`config.mk`:
```
export PLATFORM = sky130hd
export DESIGN_NAME = pdm_capture_ctrl
export DESIGN_NICKNAME = d
export VERILOG_FILES = /design/src/rtl/pdm_capture_ctrl.sv
export SDC_FILE = /design/constraint.sdc
export NUM_CORES = 1
export LEC_CHECK = 0
export ABC_AREA = 1
export BUFFER_PORTS_ARGS = -buffer_cell sky130_fd_sc_hd__buf_4
export CORE_ASPECT_RATIO = 1.2
export CORE_UTILIZATION = 50
export DETAILED_ROUTE_END_ITERATION = 10
export PLACE_DENSITY = 0.77
export SKIP_CTS_REPAIR_TIMING = 1
export SYNTH_ARGS = -nofsm -noshare
export SYNTH_HDL_FRONTEND = slang
export SYNTH_SLANG_ARGS = --single-unit
```
`constraint.sdc`:
```
create_clock -name clk -period 1.84 [get_ports clk]
set_input_delay 0.184 -clock clk [delete_from_list [all_inputs] [get_ports clk]]
set_output_delay 0.184 -clock clk [all_outputs]
set_load 0.05 [all_outputs]
```
`src/rtl/pdm_capture_ctrl.sv`:
```
// PDM capture session controller: mic wake-up, CIC settle discard, length-bounded sample delivery.
// Build option: define PDM_CAP_CONTINUOUS_EN so that a start with length == 0 captures until stop.
module pdm_capture_ctrl #(
   parameter int SAMPLE_W        = 16,
   parameter int LEN_W           = 16,
   parameter int WAKEUP_CYCLES   = 1_000_000,
   parameter int DISCARD_SAMPLES = 4
) (
   input  logic                clk,
   input  logic                rst,
   input  logic                start,
   input  logic                stop,
   input  logic [LEN_W-1:0]    length,
   output logic                mic_en,
   output logic                cap_clr,
   input  logic [SAMPLE_W-1:0] pcm_in,
   input  logic                pcm_valid,
   output logic [SAMPLE_W-1:0] out_data,
   output logic                out_valid,
   input  logic                out_ready,
   output logic                busy,
   output logic                done,
   output logic                overflow,
   output logic [LEN_W-1:0]    count
);
   localparam int TMR_W  = (WAKEUP_CYCLES > 1) ? $clog2(WAKEUP_CYCLES) : 1;
   localparam int DISC_W = (DISCARD_SAMPLES > 1) ? $clog2(DISCARD_SAMPLES) : 1;
   localparam logic [TMR_W-1:0]  TMR_LAST  = TMR_W'(WAKEUP_CYCLES - 1);
   localparam logic [DISC_W-1:0] DISC_LAST = DISC_W'((DISCARD_SAMPLES > 0) ? DISCARD_SAMPLES - 1 : 0);

   typedef enum logic [2:0] {
      S_IDLE, S_WAKEUP, S_SETTLE, S_CAPTURE, S_DRAIN, S_DONE
   } state_t;

   state_t              state_q, state_d;
   logic [TMR_W-1:0]    timer_q;
   logic [DISC_W-1:0]   disc_q;
   logic [LEN_W-1:0]    length_q;
   logic [LEN_W-1:0]    count_q;
   logic                overflow_q;
   logic                out_valid_q;
   logic [SAMPLE_W-1:0] out_data_q;
   logic                mic_en_q;
   logic                cap_clr_q;
   logic                busy_q;
   logic                done_q;

   logic                start_ok;
   logic                accept_start;
   logic                slot_free;
   logic                load;
   logic                last_load;
   logic [LEN_W-1:0]    count_inc;

`ifdef PDM_CAP_CONTINUOUS_EN
   assign start_ok = 1'b1;
`else
   assign start_ok = (length != '0);
`endif

   assign accept_start = start && start_ok && (state_q == S_IDLE || state_q == S_DONE);
   assign slot_free    = !out_valid_q || out_ready;
   assign load         = (state_q == S_CAPTURE) && pcm_valid && slot_free;
   assign count_inc    = (count_q == '1) ? count_q : count_q + 1'b1;
   // A latched length of zero (continuous mode) can never match, so capture only ends on stop.
   assign last_load    = load && (({1'b0, count_q} + {{LEN_W{1'b0}}, 1'b1}) == {1'b0, length_q});

   always_comb begin
      state_d = state_q;
      case (state_q)
         S_IDLE, S_DONE: if (accept_start) state_d = S_WAKEUP;
         S_WAKEUP: begin
            if (stop)                     state_d = S_IDLE;
            else if (timer_q == TMR_LAST) state_d = (DISCARD_SAMPLES == 0) ? S_CAPTURE : S_SETTLE;
         end
         S_SETTLE: begin
            if (stop)                                state_d = S_IDLE;
            else if (pcm_valid && disc_q == DISC_LAST) state_d = S_CAPTURE;
         end
         S_CAPTURE: if (stop || last_load) state_d = S_DRAIN;
         S_DRAIN:   if (slot_free)         state_d = S_DONE;
         default:   state_d = S_IDLE;
      endcase
   end

   always_ff @(posedge clk) begin
      if (rst) begin
         state_q     <= S_IDLE;
         timer_q     <= '0;
         disc_q      <= '0;
         length_q    <= '0;
         count_q     <= '0;
         overflow_q  <= 1'b0;
         out_valid_q <= 1'b0;
         out_data_q  <= '0;
         mic_en_q    <= 1'b0;
         cap_clr_q   <= 1'b0;
         busy_q      <= 1'b0;
         done_q      <= 1'b0;
      end else begin
         state_q   <= state_d;
         mic_en_q  <= state_d inside {S_WAKEUP, S_SETTLE, S_CAPTURE};
         busy_q    <= state_d inside {S_WAKEUP, S_SETTLE, S_CAPTURE, S_DRAIN};
         done_q    <= (state_d == S_DONE);
         cap_clr_q <= accept_start;
         timer_q   <= (state_q == S_WAKEUP) ? timer_q + 1'b1 : '0;

         if (state_q != S_SETTLE) disc_q <= '0;
         else if (pcm_valid)      disc_q <= disc_q + 1'b1;

         if (accept_start) begin
            length_q   <= length;
            count_q    <= '0;
            overflow_q <= 1'b0;
         end else if (state_q == S_CAPTURE && pcm_valid) begin
            if (slot_free) count_q    <= count_inc;
            else           overflow_q <= 1'b1;
         end

         if (load) begin
            out_data_q  <= pcm_in;
            out_valid_q <= 1'b1;
         end else if (out_valid_q && out_ready) begin
            out_valid_q <= 1'b0;
         end
      end
   end

   assign mic_en    = mic_en_q;
   assign cap_clr   = cap_clr_q;
   assign out_data  = out_data_q;
   assign out_valid = out_valid_q;
   assign busy      = busy_q;
   assign done      = done_q;
   assign overflow  = overflow_q;
   assign count     = count_q;

endmodule

```
==> impl_summary.log <==
[metrics] antenna viol nets, final: 0
[metrics] violated checks: negative setup slack
[metrics] Slew @ Worst Pin: 0.601 ns
[metrics] Pwr per Cell Area: 649 nW/um^2
[metrics] fraction of power consumed by sequential logic: 0.492
[metrics] I/O Pins: 76
[metrics] leading cell type in the layout, fill and taps excluded: sky130_fd_sc_hd__buf_4
[metrics] number of placement rows: 34
[metrics] Layout Utilization: 0.744
[metrics] result of the run: finished, violations left
[metrics] Worst-Skew Late Latency: 0.35 ns
[metrics] final WL: roughly 10000 um
[metrics] total die area: 7980 sq um
[metrics] Max IR drop VDD: ~560 uV
[metrics] via count of the first global-routing pass: 3877
[metrics] final period demand of the worst path: 1.97 ns
[metrics] static power due to leakage: ~2.3 nW
[metrics] number of unique standard cell types used by synthesis: 36
[metrics] layout cell share with drive strength beyond 1: 0.334
[metrics] Critical Path Sink Type: flip-flop
[metrics] dominant combinational cell family by area after synthesis: simple AND/OR/NAND/NOR gates
[metrics] number of cells produced by synthesis: 556
[metrics] internal power of the cells: 2.72 mW
[metrics] RSZ-0062 raised after global routing: yes
[metrics] TritonCTS clock tree: done
[metrics] Critical Path Fanout Max: 4
[metrics] clk sink count: 79
[metrics] Post-route DRC: 0
[metrics] number of violations reported at the end of detailed-routing iteration 0: 205
[metrics] clock-pin slew of the registers on the worst-case setup and hold paths: approximately 0.080 ns
[metrics] maximum root-to-sink buffer count: 2
[metrics] fraction of power consumed by combinational cells: 0.075
[metrics] Final #Nets: 730
[metrics] switching power of the nets: roughly 0.81 mW
[metrics] class of the most critical hold timing path: in2reg
[metrics] wire length of the first global-routing pass: 16700 um
[metrics] HPWL after detailed placement: around 7600 um
[metrics] headroom to the max-slew limit: 0.599
[metrics] syn nets: 597
[metrics] XOR/XNOR share of the synthesized area: 0.0138
[metrics] Clock Skew: roughly 0.0082 ns
[metrics] Synthesis Warnings: 0
[metrics] proportion of synthesized chip area in sequential cells: 0.415
[metrics] via count normalized by instance count: 5.32
[metrics] total placed cells including tap cells: 759
[metrics] Diodes inserted: 0
[metrics] GR Util All Layers: 0.266
[metrics] Worst Path Required: between 2 and 2.5 ns
[metrics] Core Area: 7320 sq um
[metrics] Area growth, synth to finish: 42.9%
[metrics] highest-count cells in the layout ignoring fill and taps: sky130_fd_sc_hd__buf_4 (129), sky130_fd_sc_hd__nand2_1 (111), sky130_fd_sc_hd__nor2_1 (67)
[metrics] startpoint-to-endpoint class of the critical path: reg2reg
[metrics] final clock period utilization by the worst path: 1.07
[metrics] data arrival time of the critical path: around 2.2 ns
[metrics] weighted congestion at the end of routability-driven global placement: 0.845
[metrics] final-report hold violation count: 0
[metrics] adder and majority cell fraction of the synthesized area: 0.00985
[metrics] max-slew violations: 0
[metrics] most instantiated flip-flop cell in the synthesis netlist: sky130_fd_sc_hd__dfxtp_1
[metrics] number of search-and-repair iterations in the first detailed-routing pass: 5
[metrics] buffers added on ports: 75
[metrics] slack of the critical path: -0.130 ns
[metrics] Clock Power Share: 0.433
[metrics] antenna violations before repair: 0
[metrics] maximum level of the CTS H-tree: 3
[metrics] share of synthesized cell area in and, or, nand and nor gates: 0.355
[metrics] number of standard cells in the final layout excluding fillers: slightly below 800
[metrics] Initial Utilization: 0.521
[metrics] Synth Area in Compound Gates: 0.123
[metrics] global-route congestion overflow total: 0
[metrics] die span in x: about 80 um
[metrics] mean routed wirelength per cell: 13.3 um
[metrics] number of enable flip-flop cells after synthesis: 0
[metrics] die height: 97.6 um
[metrics] startpoint type of the worst setup path: flip-flop
[metrics] clock root buffer: sky130_fd_sc_hd__clkbuf_8
[metrics] number of clock buffers inserted by TritonCTS: 9
[metrics] Hold Slack: 0.0432 ns
[metrics] #FFs+latches synth: 79
[metrics] total power: 3.54 mW
[metrics] # setup viols final: 5
[metrics] multiplexer fraction of the synthesized cell area: 0.00263
[metrics] ys async rst share: 0
[metrics] pin count of the biggest net entering global routing: 19
[metrics] number of vias after detailed routing: around 4200
[metrics] sw frac: 0.230
[metrics] achievable frequency: 0.508 GHz
[metrics] per-instance average area after synthesis: 6.85 sq um
[metrics] Max Cap Viol: 0
[metrics] Post-Synthesis Cell Area: 3810 sq um
cell families (layout without fill, tap and decap cells):
family	Yosys count	count (layout)
adders and majority gates	3	3
DFF	79	79
and+or+nand+nor	297	297
muxes	1	1
AOI/OAI and AO/OA	90	90
xor gates and xnor gates	6	6
buffers and inverters	80	218
power groups by stage:
stage	logic (mW)	registers, mW	clock network, mW
2_1_floorplan	0.114	1.79	0
3_3_place_gp	0.250	1.78	0
3_5_place_dp	0.255	1.78	0
4_1_cts	0.257	1.74	1.54
5_1_grt	0.294	1.74	1.61
6_report	0.265	1.74	1.53
worst paths after layout:
path | from | cells after the start | end | slack, ns
max reg2reg | timer_q[0] | 11 | timer_q[18] | -0.13
min reg2reg | timer_q[19] | 2 | timer_q[19] | 0.48
min | length[0] | 3 | length_q[0] | 0.04
max | timer_q[0] | 11 | timer_q[18] | -0.13
synthesized netlist by cell type (all sizes together) (2+ instances only):
cell | instances | area share
xor2 | 5 | 0.011
or2 | 3 | 0.0049
a31oi | 6 | 0.0099
buf | 4 | 0.0053
o21ai | 52 | 0.068
clkbuf | 7 | 0.0069
nand4 | 14 | 0.023
nand2 | 130 | 0.13
inv | 67 | 0.066
a21oi | 29 | 0.039
dfxtp | 79 | 0.41
clkinv | 2 | 0.0020
nor4 | 7 | 0.011
nand3 | 43 | 0.060
ha | 3 | 0.0099
nor3 | 14 | 0.022
nor2 | 82 | 0.092
per-layer routing:
layer  track usage  vias to the layer above  routed length, um  part of all wire
li1              -                     2081                  -                 -
met4        0.0783                        0                196             0.019
met1         0.308                     1942               4180              0.40
met3        0.0479                       24                502             0.048
met2         0.482                      124               5570              0.53
met5             0                        -                  0                 0
sequential cells by signal (all words and copies together), names as in the netlist:
name and cells:
timer_q 20, count 16, length_q 16, out_data 16, state_q 3, disc_q 2, busy 1, cap_clr 1
done 1, mic_en 1, out_valid 1, overflow 1
per-stage QoR:
stage / setup WS (ns) / cell area, sq um / setup TNS [ns]
after detailed placement: -0.142 / 4960 / -0.491
after global routing: -0.298 / 5450 / -2.23
after CTS: -0.175 / 5200 / -0.823
final: -0.130 / 5450 / -0.517
after global placement: -0.0467 / 4960 / -0.166
after floorplan: -0.00231 / 3910 / -0.00231
cell type report:
class	instances	area, sq um
Multi-Input combinational cell	397	2140
Fill cell	549	1870
Sequential cell	79	1630
Timing Repair Buffer	133	1050
Inverter	69	268
Clock buffer	11	163
Tap cell	90	113
Clock inverter	5	76.3
critical path: stages, from the launching register on:
cell                       delay, ns
sky130_fd_sc_hd__dfxtp_2        0.36
sky130_fd_sc_hd__ha_4           0.14
sky130_fd_sc_hd__nand2_2        0.07
sky130_fd_sc_hd__nor2_4         0.15
sky130_fd_sc_hd__nand3_4        0.10
sky130_fd_sc_hd__nor3_4         0.22
sky130_fd_sc_hd__nand3_2        0.14
sky130_fd_sc_hd__nor2_4         0.15
sky130_fd_sc_hd__inv_2          0.07
sky130_fd_sc_hd__nor3_4         0.13
sky130_fd_sc_hd__nand2_1        0.10
sky130_fd_sc_hd__a221oi_2       0.27
(Power assumes the default switching activity.)
